`src/rtl/rf_writeback_arbiter.sv`:
```
// rf_writeback_arbiter: register-file write port arbiter between ALU writeback and a multi-cycle result FIFO
//
// Ports:
//   clk, reset                      clock and synchronous active-high reset
//   alu_we/alu_waddr/alu_wdata      ALU writeback request (highest priority)
//   alu_accept                      ALU request consumed this cycle (0 during a forced drain)
//   mc_valid/mc_waddr/mc_wdata      multi-cycle completion, enqueued when mc_ready
//   mc_ready                        FIFO not full
//   stall_req                       pipeline freeze while the FIFO head is force-drained
//   rf_we/rf_waddr/rf_wdata         registered register-file write port
//   chk_addr1/2, chk_hit1/2         pending-write hazard queries (combinational)
//   q_count                         FIFO occupancy
module rf_writeback_arbiter #(
    parameter int DATA_W   = 32,
    parameter int ADDR_W   = 5,
    parameter int QDEPTH   = 4,
    parameter int MAX_WAIT = 8,
    localparam int CW      = $clog2(QDEPTH) + 1
) (
    input  logic              clk,
    input  logic              reset,
    input  logic              alu_we,
    input  logic [ADDR_W-1:0] alu_waddr,
    input  logic [DATA_W-1:0] alu_wdata,
    output logic              alu_accept,
    input  logic              mc_valid,
    output logic              mc_ready,
    input  logic [ADDR_W-1:0] mc_waddr,
    input  logic [DATA_W-1:0] mc_wdata,
    output logic              stall_req,
    output logic              rf_we,
    output logic [ADDR_W-1:0] rf_waddr,
    output logic [DATA_W-1:0] rf_wdata,
    input  logic [ADDR_W-1:0] chk_addr1,
    input  logic [ADDR_W-1:0] chk_addr2,
    output logic              chk_hit1,
    output logic              chk_hit2,
    output logic [CW-1:0]     q_count
);
    localparam int PW = $clog2(QDEPTH);
    localparam int WW = $clog2(MAX_WAIT + 1);

    typedef enum logic {NORMAL, DRAIN} state_t;

    state_t            state_q, state_d;
    logic              rf_we_q, rf_we_d;
    logic [ADDR_W-1:0] rf_waddr_q, rf_waddr_d;
    logic [DATA_W-1:0] rf_wdata_q, rf_wdata_d;
    logic [CW-1:0]     count_q, count_d;
    logic [PW-1:0]     rd_ptr_q, rd_ptr_d, wr_ptr_q, wr_ptr_d;
    logic [WW-1:0]     wait_q, wait_d;
    logic [ADDR_W-1:0] addr_q [QDEPTH];
    logic [ADDR_W-1:0] addr_d [QDEPTH];
    logic [DATA_W-1:0] data_q [QDEPTH];
    logic [DATA_W-1:0] data_d [QDEPTH];
    logic              push, pop, issue_alu;
    logic [QDEPTH-1:0] ent_valid, hit1_vec, hit2_vec;

    assign mc_ready   = count_q != CW'(QDEPTH);
    assign stall_req  = state_q == DRAIN;
    assign alu_accept = state_q == NORMAL;
    assign q_count    = count_q;
    assign rf_we      = rf_we_q;
    assign rf_waddr   = rf_waddr_q;
    assign rf_wdata   = rf_wdata_q;

    always_comb begin
        // Writes to r0 are swallowed at the source so they never occupy a slot.
        push      = mc_valid && mc_ready && (mc_waddr != '0);
        issue_alu = (state_q == NORMAL) && alu_we && (alu_waddr != '0);
        pop       = (count_q != '0) && (state_q == DRAIN || !alu_we);
        rf_we_d    = issue_alu || pop;
        rf_waddr_d = issue_alu ? alu_waddr : pop ? addr_q[rd_ptr_q] : rf_waddr_q;
        rf_wdata_d = issue_alu ? alu_wdata : pop ? data_q[rd_ptr_q] : rf_wdata_q;
        count_d  = count_q + CW'(push) - CW'(pop);
        wr_ptr_d = wr_ptr_q + PW'(push);
        rd_ptr_d = rd_ptr_q + PW'(pop);
        addr_d = addr_q;
        data_d = data_q;
        if (push) begin
            addr_d[wr_ptr_q] = mc_waddr;
            data_d[wr_ptr_q] = mc_wdata;
        end
        wait_d  = (count_q != '0 && !pop) ? wait_q + WW'(1) : '0;
        state_d = (state_q == NORMAL && wait_q == WW'(MAX_WAIT - 1) && !pop) ? DRAIN : NORMAL;
    end

    always_ff @(posedge clk) begin
        if (reset) begin
            state_q    <= NORMAL;
            rf_we_q    <= 1'b0;
            rf_waddr_q <= '0;
            rf_wdata_q <= '0;
            count_q    <= '0;
            rd_ptr_q   <= '0;
            wr_ptr_q   <= '0;
            wait_q     <= '0;
        end else begin
            state_q    <= state_d;
            rf_we_q    <= rf_we_d;
            rf_waddr_q <= rf_waddr_d;
            rf_wdata_q <= rf_wdata_d;
            count_q    <= count_d;
            rd_ptr_q   <= rd_ptr_d;
            wr_ptr_q   <= wr_ptr_d;
            wait_q     <= wait_d;
        end
        addr_q <= addr_d;
        data_q <= data_d;
    end

    // A slot is live when its distance from the read pointer is below the occupancy.
    for (genvar i = 0; i < QDEPTH; i++) begin : g_hit
        assign ent_valid[i] = {1'b0, PW'(i) - rd_ptr_q} < count_q;
        assign hit1_vec[i]  = ent_valid[i] && addr_q[i] == chk_addr1;
        assign hit2_vec[i]  = ent_valid[i] && addr_q[i] == chk_addr2;
    end

    assign chk_hit1 = (chk_addr1 != '0) && ((|hit1_vec) || (rf_we_q && rf_waddr_q == chk_addr1));
    assign chk_hit2 = (chk_addr2 != '0) && ((|hit2_vec) || (rf_we_q && rf_waddr_q == chk_addr2));
endmodule
```
`config.mk`:
```
export PLATFORM = sky130hd
export DESIGN_NAME = rf_writeback_arbiter
export DESIGN_NICKNAME = d
export VERILOG_FILES = /design/src/rtl/rf_writeback_arbiter.sv
export SDC_FILE = /design/constraint.sdc
export NUM_CORES = 1
export LEC_CHECK = 0
export ABC_AREA = 1
export BUFFER_PORTS_ARGS = -buffer_cell sky130_fd_sc_hd__buf_2
export CAP_MARGIN = 20
export CORE_MARGIN = 2
export CORE_UTILIZATION = 57
export DETAILED_ROUTE_END_ITERATION = 6
export GPL_TIMING_DRIVEN = 0
export PLACE_DENSITY = 0.8
export SLEW_MARGIN = 20
export SYNTH_ARGS = -nofsm -noshare
export SYNTH_HDL_FRONTEND = slang
export SYNTH_SLANG_ARGS = --single-unit
```
`constraint.sdc`:
```
create_clock -name clk -period 5.2 [get_ports clk]
set_input_delay 1.04 -clock clk [delete_from_list [all_inputs] [get_ports clk]]
set_output_delay 1.04 -clock clk [all_outputs]
set_load 0.02 [all_outputs]
```
# == Word-level counts from Yosys, hierarchy flattened ==
# Index checks and enable logic that the tools add are counted.
# op_classes
n_addsub,9
order_cmp,7
eq_ne,12
muxes,17
bitwise,4
n_reduce_logical,36
# ops
cell,n
$mux 32,5
$bwmux 128,1
$bmux 32 s2,1
$demux 32 s2,1
$eq 5x5->1,10
$mux 5,5
$logic_and 1x1->1,21
$bwmux 20,1
$reduce_bool 5->1,4
$lt 2x3->1,4
$bmux 5 s2,1
$demux 5 s2,1
$reduce_or 4->1,2
$ge 3x3->1 const B,2
$not 2->3,2
$add 2x1->2,2
$add 4x1->4 const B,1
$eq 4x3->1 const B,1
$logic_or 1x1->1,4
$sub 1x2->2 const A,2
$sub 2x2->2 const A,2
$add 3x1->3,1
$lt 3x1->1 const B,1
$ne 3x3->1 const B,1
7 further kinds,9
# totals
ff_bits,198
output_inout_bits,46
elab_cells,101

# == Depth between registers and ports, before layout ==
# Gate-level depths: netlist of the first run.
# depth
word_depth,7
mapped_depth,15
depth_no_buf,14

# == Least setup slack after synthesis of the first run ==
# No wires, ideal clock.
# synth_path
path_type,input to register
start,input mc_waddr[3]
end,"register addr_q[10] (netlist bit), enable pin"
arrival_time_ps,4002
setup_slack_ps,721
cell_stages,4
cell_sequence,nor2_1 > and2_0 > nand3b_1 > nor3_1
# synth_between
elab_chain_len,2
# synth_lines
element,line,text
from (decl),28,"input logic [ADDR_W-1:0] mc_waddr,"
$reduce_bool 5->1,69,push = mc_valid && mc_ready && (mc_waddr != '0);
$logic_and 1x1->1,69,
to (signal assigned),108,addr_q <= addr_d;
to (decl),52,logic [ADDR_W-1:0] addr_q [QDEPTH];
# Every way passes these cells.
# A chain may end at the register's enable or synchronous reset.

# == Worst setup path after layout of the first run ==
# layout_path
start,register rd_ptr_q[0]
end,output chk_hit1
# layout_between
elab_chain_len,6
# layout_lines
element,line,text
from (decl),50,"logic [PW-1:0] rd_ptr_q, rd_ptr_d, wr_ptr_q, wr_ptr_d;"
from (signal assigned),104,rd_ptr_q <= rd_ptr_d;
$sub 1x2->2 / $sub 2x2->2 (equally long branches),114,"assign ent_valid[i] = {1'b0, PW'(i) - rd_ptr_q} < count_q;"
$lt 2x3->1,114,
$logic_and 1x1->1,115,assign hit1_vec[i] = ent_valid[i] && addr_q[i] == chk_addr1;
$reduce_or 4->1 (*),119,assign chk_hit1 = (chk_addr1 != '0) && ((|hit1_vec) || (rf_we_q && rf_waddr_q == chk_addr1));
$logic_or 1x1->1 (*),119,
$logic_and 1x1->1 (*),119,
to (decl),36,"output logic chk_hit1,"
# Mark *: on every way between the ends. The rest lies on a longest branch, timed or not.

==> results of run 1 <==
==> layout make-up <==
type / count / area, µm²
multi-input cells: 537 / 2720
diodes: 1 / 2.50
repair buffers: 141 / 764
plain buffers: 41 / 278
clock buffers: 24 / 462
fillers: 1108 / 4730
flip-flops and latches: 198 / 5450
well taps: 188 / 235
inverters: 65 / 251
clock inverters: 8 / 148
==> flip-flops by register name, indices dropped and copies added (netlist names) <==
| name | flops |
|---|---|
| addr_q | 20 |
| data_q | 128 |
| q_count | 3 |
| rd_ptr_q | 2 |
| rf_waddr | 5 |
| rf_wdata | 32 |
| rf_we | 1 |
| stall_req | 1 |
| wait_q | 4 |
| wr_ptr_q | 2 |
==> cell families (layout without fill, tap and decap cells) <==
kind of cell               after synthesis  in the layout  synth area share (%)
and+or+nand+nor                        422            422                  21.2
DFF                                    198            198                  62.8
buffers and inverters                  106            279                  6.10
AOI/OAI and AO/OA                       86             86                  6.46
xor gates and xnor gates                19             19                  1.92
adders and majority gates               10             10                  1.53
other                                    0              1                     0
==> metal layers <==
metal / wire length, µm / up-vias / track usage, %
li1: - / 3188 / -
met5: 0 / - / 0
met3: 1990 / 56 / 4.90
met1: 8510 / 3208 / 36.8
met4: 755 / 0 / 12.2
met2: 10600 / 383 / 44.9
==> placed cells by master (no fill, tap or decap), types with 9 or more instances in the layout <==
| master | n |
|---|---|
| buf_6 | 15 |
| nand2_1 | 271 |
| o21ai_0 | 22 |
| xor2_1 | 11 |
| clkbuf_16 | 17 |
| nand3_1 | 43 |
| dfxtp_1 | 50 |
| a31oi_1 | 15 |
| a22oi_1 | 24 |
| buf_4 | 16 |
| ha_1 | 9 |
| nor2_1 | 51 |
| buf_2 | 146 |
| inv_1 | 58 |
| o211ai_1 | 19 |
| nand4_1 | 29 |
| edfxtp_1 | 148 |
==> path summary, 6_finish.rpt <==
path / cells after the start / slack [ps] / to
min: 1 / 450 / wait_q[0]
min reg2reg: 1 / 450 / wait_q[0]
max reg2reg: 6 / 2730 / data_q[30]
max: 16 / 1700 / chk_hit1
==> power by group through the flow <==
stage          Combinational (mW)  Clock, mW  Sequential [mW]
6_report                     1.32       1.35             2.01
5_1_grt                      1.45       1.42             2.03
4_1_cts                      1.31       1.36             2.01
3_5_place_dp                 1.30          0             2.04
3_3_place_gp                 1.23          0             2.06
2_1_floorplan               0.775          0             2.13
==> worst register-to-register path, stage by stage (launching register included) <==
cell and delay (ps):
dfxtp_1 360, inv_1 160, nand3_1 170, nand3b_1 280, nor3_2 700, buf_4 330, buf_6 180
==> per-stage QoR <==
step	TNS [ps]	util, %	area (µm²)
finish	0	68.5	10300
global route	0	68.5	10300
CTS	0	68.5	10300
detailed placement	0	64.5	9690
global placement	-199700	63.4	9530
floorplan	0	-	8670
==> impl_metrics.json, run 1 <==
{
  "drt_iter0_drc": 802,
  "combPwrFrac_pct": 28.2,
  "endpoint_kind": "output pin",
  "fin_cells": 1203,
  "synth.distinct_cells": 36,
  "die_x_um": 127,
  "numCtsBuffers": 17,
  "holdWs_ps": 448,
  "switching_share_pct": 32.0,
  "cts_resized": 0,
  "ys_seq_area_share_pct": 62.8,
  "drt_pass1_iterations": 6,
  "grt_overflow": 0,
  "viasPerCell": 5.68,
  "area_growth_pct": 18.8,
  "clk_pin_slew_ps": 60,
  "p_leak_nw": 4.37,
  "slew_headroom_pct": 45.6,
  "pre_cts_ws_ps": 1950,
  "cts_root_buffer": "clkbuf_16",
  "synth.most_common_cell": "nand2_1",
  "insertion_delay_ps": 440,
  "period_share_pct": 67.2,
  "powerDensity_nw_per_um2": 455,
  "ys_top_cells_by_area": "edfxtp_1 51%, nand2_1 12%, dfxtp_1 12%",
  "clockBufferDepth": 2,
  "critPathMaxStageDelay_ps": 320,
  "nets": 1099,
  "critical_path.top_delay_family": "simple AND/OR/NAND/NOR gates",
  "place_inst": 1170,
  "synthFlopType": "edfxtp_1",
  "fmax_ghz": 0.286,
  "grt_start_max_net_pins": 17,
  "power_frac_clock_pct": 28.8,
  "ys.warnings.count": 0,
  "finalMaxSlewViolations": 0,
  "post-dp-hpwl_um": 15600,
  "p_total_mw": 4.69,
  "path_max_fanout": 6,
  "synth_nets": 939,
  "hold_buffers": 0,
  "gp_congestion": 0.958,
  "p_sw_mw": 1.50,
  "pin_count": 134,
  "period_needed_ps": 3500,
  "startpoint_type": "flip-flop",
  "wl_per_cell_um": 18.2,
  "r2r-start": "q_count[1]",
  "drv_cap": 0,
  "p_int_mw": 3.19,
  "irDropWorstVdd_v": 0.000241,
  "avgSynthCellArea_um2": 10.3,
  "synth_edf_count": 148,
  "grt.total_usage_pct": 27.6,
  "status": "complete, no violations",
  "hold_viol": 0,
  "setup-violations-final": 0,
  "tightest_slew_ps": 812,
  "synthArstFlopShare_pct": 0,
  "final.setup_skew_ps": 11.2,
  "synth_common_cells": "271 x nand2_1, 148 x edfxtp_1, 58 x inv_1, 51 x nor2_1, 50 x dfxtp_1",
  "slowest_stage": "dfxtp_1",
  "synth_top_area_cell": "edfxtp_1",
  "coreArea_um2": 15000,
  "postRouteWirelength_um": 21900,
  "required_ps": 4160,
  "worstSetupStartpoint": "rd_ptr_q[0]",
  "critPathBufInv": 6,
  "synth_cells": 841,
  "path_cells": "buf_6, inv_2, nand2_1, nand2_1, inv_1, ha_1, inv_1, nor2_1, a21oi_1, inv_1, nor2_1, nand2_1, nand2_1, nor2_1, nor2_1, buf_2",
  "synth_top_area_share_pct": 51.2,
  "rows": 45,
  "seqPwrFrac_pct": 43.0,
  "synth-seq-cells": 198,
  "rsz0062_at_grt": "no",
  "initial_utilization_pct": 57.7,
  "die_h_um": 127,
  "grt_pass1_wl_um": 33800,
  "antenna_found_initial": 1,
  "postCtsSetupBuffers": 0,
  "drc_errors": 0,
  "ant_nets": 0,
  "cts_tree": "yes",
  "dieArea_um2": 16200,
  "cts_sinks": 198,
  "worstPathArrival_ps": 2460,
  "vias": 6835,
  "grt_pass1_vias": 6540,
  "layout-drive-gt1-share_pct": 22.5,
  "htreeDepth": 4,
  "io_buffers": 125,
  "synth_area_um2": 8670,
  "path_class": "flip-flop to output pin",
  "hold_path.class": "flip-flop to flip-flop",
  "timing.final.ws_setup_ps": 1700,
  "min_from": "wait_q[0]"
}
No activity file was read; power rests on OpenSTA's default activity.
==> run 2, diff against run 1 <==
--- a/config.mk
+++ b/config.mk
@@ -9,10 +9,10 @@
 export BUFFER_PORTS_ARGS = -buffer_cell sky130_fd_sc_hd__buf_2
 export CAP_MARGIN = 20
 export CORE_MARGIN = 2
-export CORE_UTILIZATION = 57
+export CORE_UTILIZATION = 51
 export DETAILED_ROUTE_END_ITERATION = 6
 export GPL_TIMING_DRIVEN = 0
-export PLACE_DENSITY = 0.8
+export PLACE_DENSITY = 0.76
 export SLEW_MARGIN = 20
 export SYNTH_ARGS = -nofsm -noshare
 export SYNTH_HDL_FRONTEND = slang
==> constraint.sdc (replaced) <==
create_clock -name clk -period 3.2 [get_ports clk]
set_input_delay 0.64 -clock clk [delete_from_list [all_inputs] [get_ports clk]]
set_output_delay 0.64 -clock clk [all_outputs]
set_load 0.02 [all_outputs]
==> impl_metrics.json, run 2 (synthesis results as in run 1) <==
{
  "status": "complete, no violations",
  "power_frac_clock_pct": 26.7,
  "largest_register_ffs": 128,
  "wl_per_cell_um": 17.5,
  "drc_errors": 0,
  "gp_congestion": 0.921,
  "holdWs_ps": 408,
  "startpoint_type": "flip-flop",
  "slew_headroom_pct": 47.0,
  "vias": 6700,
  "grt_start_max_net_pins": 18,
  "fmax_ghz": 0.328,
  "period_needed_ps": 3050,
  "period_share_pct": 95.3,
  "final_area_um2": 10300,
  "seqPwrFrac_pct": 44.3,
  "initial_utilization_pct": 52.3,
  "slowest_stage": "dfxtp_1",
  "tightest_slew_ps": 791,
  "switching_share_pct": 33.3,
  "critPathMaxStageDelay_ps": 320,
  "nets": 1102,
  "drt_pass1_iterations": 5,
  "insertion_delay_ps": 440,
  "rsz0062_at_grt": "no",
  "combPwrFrac_pct": 29.0,
  "clk_pin_slew_ps": 70,
  "finalMaxSlewViolations": 0,
  "fin_cells": 1239,
  "die_h_um": 134,
  "p_total_mw": 7.39,
  "io_buffers": 125,
  "grt_pass1_vias": 6379,
  "place_inst": 1205,
  "cts_root_buffer": "clkbuf_16",
  "final.setup_skew_ps": 11.1,
  "final_util_pct": 62.2,
  "htreeDepth": 4,
  "path_max_fanout": 6,
  "critical_path.top_delay_family": "simple AND/OR/NAND/NOR gates",
  "top_register": "data_q",
  "coreArea_um2": 16600,
  "endpoint_kind": "output pin",
  "rows": 47,
  "cts_resized": 0,
  "powerDensity_nw_per_um2": 717,
  "required_ps": 2560,
  "worstPathArrival_ps": 2410,
  "numCtsBuffers": 17,
  "hold_buffers": 0,
  "p_leak_nw": 4.35,
  "area_growth_pct": 18.9,
  "pin_count": 134,
  "post-dp-hpwl_um": 15700,
  "ant_nets": 0,
  "dieArea_um2": 18100,
  "clockBufferDepth": 2,
  "path_class": "flip-flop to output pin",
  "grt_pass1_wl_um": 33200,
  "critPathBufInv": 6,
  "antenna_found_initial": 3,
  "die_x_um": 134,
  "grt.total_usage_pct": 24.7,
  "grt_overflow": 0,
  "layout-drive-gt1-share_pct": 23.1,
  "hold_viol": 0,
  "place_area_um2": 9760,
  "setup-violations-final": 0,
  "cts_tree": "yes",
  "hold_path.class": "input port to flip-flop",
  "path_cells": "buf_6, inv_2, nand2_1, nand2_1, inv_1, ha_1, inv_1, nor2_1, a21oi_2, inv_1, nor2_1, nand2_1, nand2_1, nor2_1, nor2_1, buf_2",
  "final_common_cell": "nand2_1",
  "postRouteWirelength_um": 21700,
  "drv_cap": 0,
  "drt_iter0_drc": 615,
  "layout_common_cells": "271 x nand2_1, 148 x edfxtp_1, 146 x buf_2",
  "viasPerCell": 5.41,
  "cts_sinks": 198,
  "p_sw_mw": 2.46,
  "irDropWorstVdd_v": 0.000463,
  "p_int_mw": 4.93,
  "postCtsSetupBuffers": 0
}
## run 2: area by class of cell
type	count	area, µm²
Sequential cell	198	5450
Multi-Input combinational cell	537	2720
Buffer	41	278
Clock buffer	20	437
Tap cell	220	275
Fill cell	1300	6280
Antenna cell	2	5.00
Timing Repair Buffer	144	791
Clock inverter	12	104
Inverter	65	251
## run 2: metrics by stage
stage	TNS (ps)	setup WS, ps
floorplan	-138820	-938
global placement	-450040	-3090
detailed placement	0	307
CTS	0	83.7
global route	0	4.89
finish	0	150
## run 2: layer usage
metal | part of all wire, % | GRT usage (%) | wire (µm)
met5 | 0.032 | 0 | 7
met2 | 50 | 41.9 | 10900
met3 | 7.2 | 4.69 | 1560
met4 | 2.8 | 11.1 | 609
met1 | 40 | 30.9 | 8660
## run 2: worst paths after layout
path                start          to  slack (ps)  depth (start not counted)
max reg2reg    q_count[1]  data_q[91]         680                          7
max           rd_ptr_q[0]    chk_hit1         150                         16
min          mc_wdata[21]  data_q[53]         410                          1
min reg2reg     wait_q[0]   wait_q[0]         460                          1
## run 2: power groups by stage
stage,Combinational [mW],Sequential (mW),Clock (mW)
after floorplan,1.26,3.45,0
after global placement,2.02,3.34,0
after detailed placement,2.12,3.32,0
after CTS,2.13,3.27,1.98
after global routing,2.36,3.30,2.07
final,2.14,3.27,1.97
## run 2: worst register-to-register path, cell delays in order, from the launching register on
cell and delay (ps):
dfxtp_1 360, inv_1 160, nand3_1 150, nand3b_1 250
nor3_2 630, buf_4 310, buf_6 170, buf_4 210
